`src/rtl/clk_rate_ctrl.sv`:
```
// Selectable-rate square-wave generator (1 Hz .. 1 kHz from a free-running decade chain)
// with glitch-free rate switching: a switch requested while clk_out is high waits for the low phase.
module clk_rate_ctrl #(
    parameter logic [31:0] TICK_DIV = 32'd25000
) (
    input  logic       clk_50MHz,
    input  logic       rst,
    input  logic [1:0] sel,
    input  logic       en,
    output logic       clk_out,
    output logic       rise_tick,
    output logic [1:0] active_sel,
    output logic       busy
);

    localparam logic [0:0] RUN      = 1'b0;
    localparam logic [0:0] WAIT_LOW = 1'b1;

    logic [31:0] pc;
    logic [3:0]  d1, d2, d3;
    logic        t0, t1, t2, t3, ts;
    logic [0:0]  state;

    assign t0 = (pc == TICK_DIV - 32'd1);
    assign t1 = t0 && (d1 == 4'd9);
    assign t2 = t1 && (d2 == 4'd9);
    assign t3 = t2 && (d3 == 4'd9);

    always_comb begin
        ts = t3;
        case (active_sel)
            2'd0:    ts = t3;
            2'd1:    ts = t2;
            2'd2:    ts = t1;
            default: ts = t0;
        endcase
    end

    // Prescaler and decade chain run free so every rate stays phase-aligned to the others.
    always_ff @(posedge clk_50MHz) begin
        if (rst) begin
            pc <= '0;
            d1 <= '0;
            d2 <= '0;
            d3 <= '0;
        end else begin
            pc <= t0 ? 32'd0 : pc + 32'd1;
            if (t0) d1 <= (d1 == 4'd9) ? 4'd0 : d1 + 4'd1;
            if (t1) d2 <= (d2 == 4'd9) ? 4'd0 : d2 + 4'd1;
            if (t2) d3 <= (d3 == 4'd9) ? 4'd0 : d3 + 4'd1;
        end
    end

    // A high phase always finishes even with en low; only new rises are gated.
    always_ff @(posedge clk_50MHz) begin
        if (rst) begin
            clk_out   <= 1'b0;
            rise_tick <= 1'b0;
        end else begin
            rise_tick <= ts && en && !clk_out;
            if (ts && (en || clk_out))
                clk_out <= !clk_out;
        end
    end

    always_ff @(posedge clk_50MHz) begin
        if (rst) begin
            state      <= RUN;
            active_sel <= 2'd0;
            busy       <= 1'b0;
        end else begin
            case (state)
                RUN: begin
                    if (sel != active_sel) begin
                        if (!clk_out) begin
                            active_sel <= sel;
                        end else begin
                            state <= WAIT_LOW;
                            busy  <= 1'b1;
                        end
                    end
                end
                default: begin
                    // Commit whatever sel is at the first low cycle; intermediate requests are ignored.
                    if (!clk_out) begin
                        active_sel <= sel;
                        state      <= RUN;
                        busy       <= 1'b0;
                    end
                end
            endcase
        end
    end

endmodule

```
`config.mk`:
```
export PLATFORM = sky130hd
export DESIGN_NAME = clk_rate_ctrl
export DESIGN_NICKNAME = d
export VERILOG_FILES = /design/src/rtl/clk_rate_ctrl.sv
export SDC_FILE = /design/constraint.sdc
export NUM_CORES = 1
export LEC_CHECK = 0
export BUFFER_PORTS_ARGS = -buffer_cell sky130_fd_sc_hd__buf_2
export CORE_MARGIN = 3
export CORE_UTILIZATION = 50
export DETAILED_ROUTE_END_ITERATION = 8
export GPL_ROUTABILITY_DRIVEN = 0
export PLACE_DENSITY = 0.69
export RECOVER_POWER = 25
export SLEW_MARGIN = 20
export SYNTH_ARGS = -nofsm -noshare
export SYNTH_HDL_FRONTEND = slang
export SYNTH_SLANG_ARGS = --single-unit
```
`constraint.sdc`:
```
create_clock -name clk_50MHz -period 2.09 [get_ports clk_50MHz]
set_clock_uncertainty 0.05 [all_clocks]
set_input_delay 0.1045 -clock clk_50MHz [delete_from_list [all_inputs] [get_ports clk_50MHz]]
set_output_delay 0.1045 -clock clk_50MHz [all_outputs]
set_load 0.05 [all_outputs]
```
======== Word level (Yosys, flattened, before mapping) ========
Index checks and enable logic that the tools add are counted.
cells by class
  reductions and logical operators ........ 13
  bitwise logic cells ..................... 0
  $add $sub $neg .......................... 4
  $lt $le $gt $ge ......................... 0
  $mul .................................... 0
  divide/modulo/power cells ............... 0
  eq/ne operators ......................... 8
  shift-type cells ........................ 0
  mux-type cells .......................... 14
operator list
  cell                   number
  $add 32x1->32 const B  1
  $eq 32x15->1 const B   1
  $add 4x1->4 const B    3
  $eq 4x4->1 const B     3
  $mux 4                 3
  $mux 1                 7
  $logic_and 1x1->1      6
  $mux 2                 3
  $reduce_bool 2->1      2
  $pmux 1 s3             1
  $reduce_and 3->1       1
  $eq 2x1->1 const B     1
  $eq 2x2->1 const B     1
  $logic_not 2->1        1
  $ne 2x2->1             1
  $ne 2x2->1 const B     1
  $reduce_or 2->1        1
  $logic_not 1->1        1
  $logic_or 1x1->1       1
word-level totals
  memories ................................ 0
  bits in read-only memories .............. 0
  latch bits .............................. 0
  RAM bits ................................ 0
  logic and storage cells ................. 48
  output and inout port bits .............. 5
  bits in registers ....................... 50

======== Longest topological paths before layout ========
Gate-level depths: netlist of the first run.
  depth in word-level cells ............... 7
  mapped depth ............................ 7
  gate-level depth less buffers ........... 5

======== Worst setup path before layout of the first run ========
OpenSTA, ideal clock, no wires.
  path type ............................... reg2reg
  start point ............................. reg pc[0]
  end point ............................... reg d3[2]
  slack ................................... 0.205 ns
  cell stages (with the launch flop) ...... 7
  library setup time ...................... 0.121 ns
  data required time ...................... 1.919 ns
  arrival ................................. 1.715 ns
  path buffers ............................ 1
  cells stage by stage .................... dfxtp_1 > ha_1 > nor4b_2 > nand4_1 > buf_2 > nor4_1 > mux2_2
on the way
  longest elaborated chain between the ends .. 3
ends and longest elaborated chain
  what                      line  text
  start: declaration        19    logic [31:0] pc;
  start signal: assignment  47    pc <= t0 ? 32'd0 : pc + 32'd1;
  $eq 32x15->1              24    assign t0 = (pc == TICK_DIV - 32'd1);
  $logic_and 1x1->1         25    assign t1 = t0 && (d1 == 4'd9);
  $logic_and 1x1->1         26    assign t2 = t1 && (d2 == 4'd9);
  end signal: assignment    50    if (t2) d3 <= (d3 == 4'd9) ? 4'd0 : d3 + 4'd1;
  end: declaration          20    logic [3:0] d1, d2, d3;
Every way passes these cells.
A chain may end at the register's enable or synchronous reset.

======== Worst setup path after layout of the first run ========
  start point ............................. reg pc[1]
  end point ............................... reg d2[2]
on the way
  longest elaborated chain between the ends .. 2
ends and longest elaborated chain
  what                    line  text
  $eq 32x15->1            24
  $logic_and 1x1->1       25
  end signal: assignment  49    if (t1) d2 <= (d2 == 4'd9) ? 4'd0 : d2 + 4'd1;
  end: declaration        20
Every way passes these cells.

==> impl_metrics.yaml, run 1 <==
pwr:
  leakage_uw: 0.000900
  irDropWorstVdd_uv: 366
  p_per_area_nw_per_um2: 555
synth:
  synthSimpleGateAreaFrac_pct: 30.4
  ys_warn_count: 0
  synth_xor_area_share_pct: 5.41
  post-synth-top-area-cell: "dfxtp_1"
  async_reset_ff_share_pct: 0
  synth.area.mux_share_pct: 4.44
  synthAdderAreaFrac_pct: 0.483
  syn_area_um2: 2590
  synthFlopType: "dfxtp_1"
  syn-instance-count: 303
  ys_seq_area_share_pct: 38.6
  yosys-top-cells-area: "dfxtp_1 (39%), o31ai_1 (4.9%), nand4_1 (4.6%)"
  synth_area_per_cell_um2: 8.55
  synth_compound_area_share_pct: 15.3
  synth-seq-cells: 50
  synth_top_area_share_pct: 38.6
  synth_top_family_by_area: "simple AND/OR/NAND/NOR gates"
  synth_nets: 309
  synth_edf_count: 0
  yosys.cell_types.count: 41
timing:
  max_freq_mhz: 521
  worst_pin_slew_ps: 954
  slew_headroom_pct: 36.4
  hold_slack_ps: 9.58
  maxSlewViolCount: 0
  min_period_ps: 1920
  setup_viol: 0
  period_share_pct: 91.9
  rsz0062_at_grt: "no"
  tns_ps: 0
  hold_viol: 0
place:
  hpwl_um: 3700
  numPortBuffers: 9
route:
  routed_wl_um: 5520
  drc: 0
  routedWlPerCell_um: 14.4
  vias_per_cell: 5.93
  initialDrtViolationCount: 188
  detail-route-antenna-nets: 0
  vias: 2270
  drt_pre_antenna_iters: 4
clock_network:
  cts.sinks: 50
  numCtsBuffers: 5
  cts.clk_slew.worst_paths_ps: 90
  post-cts-setup-buffer-count: 0
  h-tree-depth: 2
  clockRootBuffer: "clkbuf_8"
  cts_max_path_buffers: 2
  insertion_delay_ps: 310
  cts_tree: "done"
layout:
  nets: 322
  layout_common_cells: "dfxtp_1 (49), nor2_1 (28), a21oi_1 (22)"
  syn_to_final_growth_pct: 10.0
  antenna_cells: 0
  drive_gt1_share_pct: 12.0
  fillCellCount: 464
  utilization_pct: 58.4
  final_common_cell: "dfxtp_1"
die:
  rows: 25
  initial_core_util_pct: 53.1
  core_um2: 4880
  io_pins: 10
  die_w_um: 78.0
  die_h_um: 78.0
  die_area_um2: 6080
setup_path:
  r2r_cells: 6
  cp.required_ps: 2240
  critPathKind: "flop to flop"
  crit_path_end_kind: "flop"
  cp-start-kind: "flop"
  cp.arrival_ps: 2070
  cp_max_fo: 9
global_routing:
  grt.total_usage_pct: 19.3
  antenna_found_initial: 0
  grt_pass1_wl_um: 9630
  grt_max_degree: 29
  grt_pass1_vias: 2132
  grt.overflow.total: 0
run:
  cap_violations: 0
status:
  status: "complete, no violations"
min_path:
  whs_path_depth: 3
  holdCritPathClass: "input pin to flop"
-- power breakdown --
part | switching, uW | internal, uW
logic | 41.4 | 25.8
clock network | 324 | 226
registers | 6.52 | 959
-- flip-flops by register name, summed over array words and instances (netlist names) --
register    flops
active_sel      2
busy            1
clk_out         1
d1              4
d2              4
d3              4
pc             32
rise_tick       1
state           1
-- metrics by stage --
| step | area, um2 | std cells | total power, uW | setup WS, ps |
|---|---|---|---|---|
| 2_1_floorplan | 2590 | 303 | 1030 | 205 |
| 3_3_place_gp | 2750 | 375 | 1050 | 136 |
| 3_5_place_dp | 2750 | 375 | 1050 | 53.9 |
| 4_1_cts | 2840 | 383 | 1600 | 41.3 |
| 5_1_grt | 2850 | 383 | 1640 | 50.5 |
| 6_report | 2850 | 383 | 1580 | 169 |
-- layout make-up --
type	instances	area, um2	area share (%)
clock buffers	5	68.8	2.41
clock inverters	2	10.0	0.351
inverters	15	56.3	1.97
multi-input cells	221	1470	51.7
flip-flops and latches	50	1000	35.1
well taps	67	83.8	2.94
repair buffers	23	156	5.48
-- layer usage --
layer | share of wire [%] | track usage, % | wire length [um]
met1 | 50 | 26.1 | 2770
met4 | 1.2 | 7.34 | 68
met5 | 0 | 0 | 0
met2 | 46 | 29.7 | 2510
met3 | 3.0 | 4.41 | 164
-- synth_stat cells, drive strengths merged, types with 4 or more instances --
| cell type | count |
|---|---|
| dfxtp | 50 |
| nor2 | 28 |
| a21oi | 22 |
| nand4 | 19 |
| o31ai | 17 |
| inv | 14 |
| nand2 | 13 |
| nand3 | 13 |
| buf | 12 |
| nor4 | 11 |
| or4 | 11 |
| o21ai | 9 |
| xor2 | 9 |
| and3 | 7 |
| mux2i | 7 |
| xnor2 | 7 |
| and4 | 6 |
| o211ai | 6 |
| a31oi | 5 |
| clkbuf | 5 |
| nor3 | 5 |
| mux2 | 4 |
-- worst max-delay path, cell delays in order, from the launching register on --
cell and delay (ps):
dfxtp_1 360, ha_2 230, nor4b_4 210, nand4_1 140, buf_4 200, nor4_2 260
mux2_2 370
-- path summary, 6_finish.rpt --
kind | start | to | slack (ps)
setup / recovery | pc[1] | d2[2] | 170
hold / removal | sel[1] | active_sel[1] | 10
setup reg to reg | pc[1] | d2[2] | 170
hold reg to reg | pc[0] | pc[0] | 390
-- cell families (layout without fill, tap and decap cells) --
kind of cell,Yosys count,count (layout)
and+or+nand+nor,131,131
AOI/OAI and AO/OA,62,62
DFF,50,50
buffers and inverters,32,45
xor gates and xnor gates,16,16
muxes,11,11
adders and majority gates,1,1
-- what timing repair did --
item	4_1_cts	5_1_grt
hold buffers	1	0
gates resized for setup	0	5
endpoints found under the setup margin	0	5
endpoints found under the hold margin	1	0
No activity file was read; power rests on OpenSTA's default activity.
==> run 2: changes to the inputs <==
- CORE_UTILIZATION: 50 -> 35
- PLACE_DENSITY: 0.69 -> 0.52
- SETUP_SLACK_MARGIN: default -> 0.05
==> run 2 against run 1 <==
  * Sequential power about the same
  * Non-clock buffer count is 8 higher
  * Global-route usage is 4.9 points lower
  * Count of clock-buffer cells in the layout up 2
  * Sequential cell count unchanged
  * Via count decreased by 0.44%
  * Hold slack better by 9.6 ps
  * Final cell count grew 9.9%
  * Routed wire length up 4.4%
  * Power rose by 2.1%
  * Core utilization down 16 points
==> impl_metrics.yaml, run 2 (synthesized netlist as in run 1, its figures left out) <==
setup_path:
  cp.required_ps: 2230
  slowest_delay_ps: 370
  cp_slowest_cell: "mux2_2"
  cp-start-kind: "flop"
  cp_max_fo: 20
  crit_chain: "nor4_2 > nand4b_1 > buf_12 > nor4_1 > mux2_2"
  crit_path_end_kind: "flop"
  critPathKind: "flop to flop"
  cp.arrival_ps: 2040
route:
  routed_wl_um: 5760
  vias_per_cell: 5.37
  initialDrtViolationCount: 166
  detail-route-antenna-nets: 0
  drc: 0
  vias: 2260
  routedWlPerCell_um: 13.7
  drt_pre_antenna_iters: 4
timing:
  maxSlewViolCount: 0
  setup_viol: 0
  tns_ps: 0
  worst_pin_slew_ps: 595
  rsz0062_at_grt: "no"
  period_share_pct: 90.6
  max_freq_mhz: 528
  slew_headroom_pct: 60.5
  min_period_ps: 1890
  hold_viol: 0
layout:
  multi_input_area_um2: 1480
  top_register: "pc"
  nets: 330
  antenna_cells: 0
  final_common_cell: "dfxtp_1"
  layout_common_cells: "dfxtp_1 (49), nor2_1 (28), a21oi_1 (22)"
  regArea_um2: 1000
  syn_to_final_growth_pct: 15.2
  drive_gt1_share_pct: 15.1
  largest_register_ffs: 32
  fillCellCount: 723
die:
  rows: 30
  die_w_um: 92.0
  core_um2: 6980
  io_pins: 10
  die_h_um: 92.0
  initial_core_util_pct: 37.1
  die_area_um2: 8470
pwr:
  clockPowerShare_pct: 35.9
  power_frac_comb_pct: 4.3
  irDropWorstVdd_uv: 342
  seqPwrFrac_pct: 59.8
  p_sw_uw: 362
  p_int_uw: 1250
  total_power_uw: 1620
  p_per_area_nw_per_um2: 542
  p_sw_share_pct: 22.4
  leakage_uw: 0.000960
clock_network:
  insertion_delay_ps: 290
  numCtsBuffers: 5
  h-tree-depth: 2
  cts.sinks: 50
  cts.clk_slew.worst_paths_ps: 90
  postCtsHoldBufs: 0
  clockRootBuffer: "clkbuf_8"
  cts_max_path_buffers: 2
  cts_tree: "done"
status:
  status: "complete, no violations"
global_routing:
  antenna_found_initial: 0
  use_met3_pct: 2.71
  grt_max_degree: 29
  grt.overflow.total: 0
  grt_pass1_wl_um: 10100
  use_met2_pct: 21.8
  grt.total_usage_pct: 14.4
  grt_pass1_vias: 2109
  grt-busiest-layer: "met2"
  use_met1_pct: 21.0
run:
  cap_violations: 0
place:
  hpwl_um: 4030
  numPortBuffers: 9
min_path:
  holdCritPathClass: "input pin to flop"
-- run 2: cell count changes in the layout (fill, tap and decap cells not counted), sizes merged --
cell | previous run | this run
clkinv | 3 | 2
clkbuf | 12 | 13
dlygate4sd3 | 1 | 0
buf | 15 | 25
-- run 2: metrics by stage --
step	instances	cell area (um2)	hold slack, ps	setup WS [ps]	util (%)
finish	421	2980	19.2	196	42.7
global route	421	2980	34.8	44.0	42.7
CTS	418	2930	14.7	57.5	42.0
detailed placement	410	2840	328	71.2	40.7
global placement	410	2840	320	125	40.7
floorplan	303	2590	198	205	-
-- run 2: path summary, 6_finish.rpt --
kind                              from            end  slack [ps]  cells after the start
worst min-delay path            sel[0]  active_sel[0]          20                      3
worst min register to register   pc[0]          pc[0]         420                      1
worst max-delay path            pc[19]          d1[2]         200                      5
worst max register to register  pc[19]          d1[2]         200                      5
-- run 2: repair_timing --
action	in CTS	in global routing
gates resized for setup	0	7
endpoints found under the setup margin	0	11
buffers inserted	0	2
-- run 2: metal layers --
metal | wire (um) | share of wire (%)
met5 | 0 | 0
met4 | 35 | 0.61
met3 | 117 | 2.0
met2 | 2500 | 43
met1 | 3110 | 54
-- run 2: cell type report --
cell class	count	share of cell area, %
Tap cell	96	4.03
Clock inverter	1	0.168
Clock buffer	7	2.89
Sequential cell	50	33.6
Multi-Input combinational cell	221	49.7
Inverter	15	1.89
Timing Repair Buffer	31	7.71
-- run 2: worst max-delay path: cells and delay by family (launching register included) --
kind,cells,cell delay [ps]
buf+inv,1,200
flops,1,330
mux,1,370
simple gates,3,850
-- run 2: power groups by stage --
stage / Sequential [uW] / Clock [uW] / Combinational, uW
5_1_grt: 969 / 641 / 79.6
3_5_place_dp: 987 / 0 / 68.5
3_3_place_gp: 987 / 0 / 68.0
4_1_cts: 965 / 608 / 68.7
2_1_floorplan: 994 / 0 / 37.0
6_report: 967 / 580 / 69.5
==> run 3: changes to the inputs <==
--- a/config.mk
+++ b/config.mk
@@ -15,2 +15,3 @@
 export SETUP_SLACK_MARGIN = 0.05
+export SKIP_CTS_REPAIR_TIMING = 1
 export SLEW_MARGIN = 20
--- a/constraint.sdc
+++ b/constraint.sdc
@@ -4,2 +4,2 @@
 set_output_delay 0.1045 -clock clk_50MHz [all_outputs]
-set_load 0.05 [all_outputs]
+set_load 0.1 [all_outputs]
==> run 3 against run 2 <==
  * Largest cell class unchanged
  * Sequential power hardly changed
  * Combinational power is 11% higher
  * Non-clock buffer count stayed put
  * First-iteration DRC count stayed put
  * Count of clock-buffer cells in the layout stayed put
  * Sequential cell count stayed put
==> impl_metrics.yaml, run 3 (synthesized netlist as in run 1, its figures left out) <==
pwr:
  power_frac_comb_pct: 4.8
  p_per_area_nw_per_um2: 544
  p_int_uw: 1250
  leakage_uw: 0.000964
  irDropWorstVdd_uv: 342
  clockPowerShare_pct: 35.7
  p_sw_share_pct: 22.7
  p_sw_uw: 369
  seqPwrFrac_pct: 59.6
  total_power_uw: 1620
timing:
  tns_ps: 0
  maxSlewViolCount: 0
  slew_headroom_pct: 22.6
  worst_pin_slew_ps: 1170
  fin_ws_ps: 195
  rsz0062_at_grt: "no"
  period_share_pct: 90.6
  max_freq_mhz: 528
  setup_viol: 0
  min_period_ps: 1890
  hold_viol: 0
setup_path:
  r2r_end: "d1[2]"
  crit_chain: "nor4_2 > nand4b_1 > buf_12 > nor4_1 > mux2_2"
  cp_max_fo: 20
  cp_slowest_cell: "mux2_2"
  slowest_delay_ps: 370
  critPathKind: "flop to flop"
  cp.arrival_ps: 2040
  crit_path_end_kind: "flop"
  cp.required_ps: 2230
  worstReg2RegStart: "pc[19]"
  cp-start-kind: "flop"
  r2r_cells: 5
  r2r_slack_ps: 200
clock_network:
  cts.sinks: 50
  h-tree-depth: 2
  cts_tree: "done"
  cts.clk_slew.worst_paths_ps: 90
  insertion_delay_ps: 290
  cts_max_path_buffers: 2
  numCtsBuffers: 5
  clockRootBuffer: "clkbuf_8"
layout:
  top_register: "pc"
  final_common_cell: "dfxtp_1"
  nets: 330
  multi_input_area_um2: 1480
  layout_common_cells: "dfxtp_1 (49), nor2_1 (28), a21oi_1 (22)"
  largest_register_ffs: 32
  fillCellCount: 722
  regArea_um2: 1000
  antenna_cells: 0
  syn_to_final_growth_pct: 15.2
  drive_gt1_share_pct: 15.4
  instances_no_fill: 421
run:
  cap_violations: 0
die:
  die_h_um: 92.0
  core_um2: 6980
  initial_core_util_pct: 37.1
  rows: 30
  io_pins: 10
  die_w_um: 92.0
  die_area_um2: 8470
route:
  vias_per_cell: 5.37
  vias: 2260
  drt_pre_antenna_iters: 4
  initialDrtViolationCount: 166
  detail-route-antenna-nets: 0
  routedWlPerCell_um: 13.7
  drc: 0
  routed_wl_um: 5760
min_path:
  holdCritPathClass: "input pin to flop"
  min_from: "sel[0]"
  min_to: "active_sel[0]"
  whs_path_depth: 3
global_routing:
  grt_pass1_wl_um: 10100
  grt.overflow.total: 0
  antenna_found_initial: 0
  grt_max_degree: 29
  grt.total_usage_pct: 14.4
  grt_pass1_vias: 2109
place:
  pre_cts_ws_ps: 71.2
  hpwl_um: 4030
  numPortBuffers: 9
  dp.cells: 410
status:
  status: "complete, no violations"
## run 3: cell counts in the layout (fill, tap and decap cells not counted)
Identical to the previous run, type by type.
## run 3: how the worst max path moves through the flow
stage                   from        end  slack (ps)  cells after the start
2_1_floorplan  active_sel[1]  rise_tick          70                      3
3_3_place_gp           pc[0]      d3[2]         130                      6
3_5_place_dp           pc[0]      d3[2]          70                      6
4_1_cts                pc[0]      d3[2]          60                      6
5_1_grt                pc[1]      d3[2]          40                      6
6_report              pc[19]      d1[2]         200                      5
## run 3: final cells by class
class	count	share of cell area, %
Clock inverter	1	0.168
Clock buffer	7	2.89
Sequential cell	50	33.6
Multi-Input combinational cell	221	49.7
Tap cell	96	4.02
Inverter	15	1.89
Timing Repair Buffer	31	7.75
## run 3: routing by layer
layer,part of all wire [%],GRT usage (%),wire length (um),vias up
met5,0,0,0,-
met4,0.61,3.34,35,0
met3,1.9,2.71,111,2
met2,43,21.8,2500,24
met1,54,21.0,3110,1052
li1,-,-,-,1182
## run 3: metrics by stage
step                util (%)  hold slack, ps  instance area (um2)
floorplan                  -             198                 2590
global placement        40.7             320                 2840
detailed placement      40.7             328                 2840
CTS                     42.0            14.7                 2930
global route            42.8            34.8                 2990
finish                  42.8            19.2                 2990
## run 3: worst max-delay path: cells and delay by family (launching register included)
kind,cells,cell delay (ps)
buffers and inverters,1,200
flip-flops,1,330
multiplexers,1,370
AND/OR/NAND/NOR,3,850
## run 3: power by group through the flow
| stage | combinational [uW] | sequential (uW) | clock, uW |
|---|---|---|---|
| 2_1_floorplan | 37.1 | 1000 | 0 |
| 3_3_place_gp | 75.8 | 987 | 0 |
| 3_5_place_dp | 76.2 | 987 | 0 |
| 4_1_cts | 76.4 | 965 | 608 |
| 5_1_grt | 87.3 | 969 | 641 |
| 6_report | 77.3 | 967 | 580 |
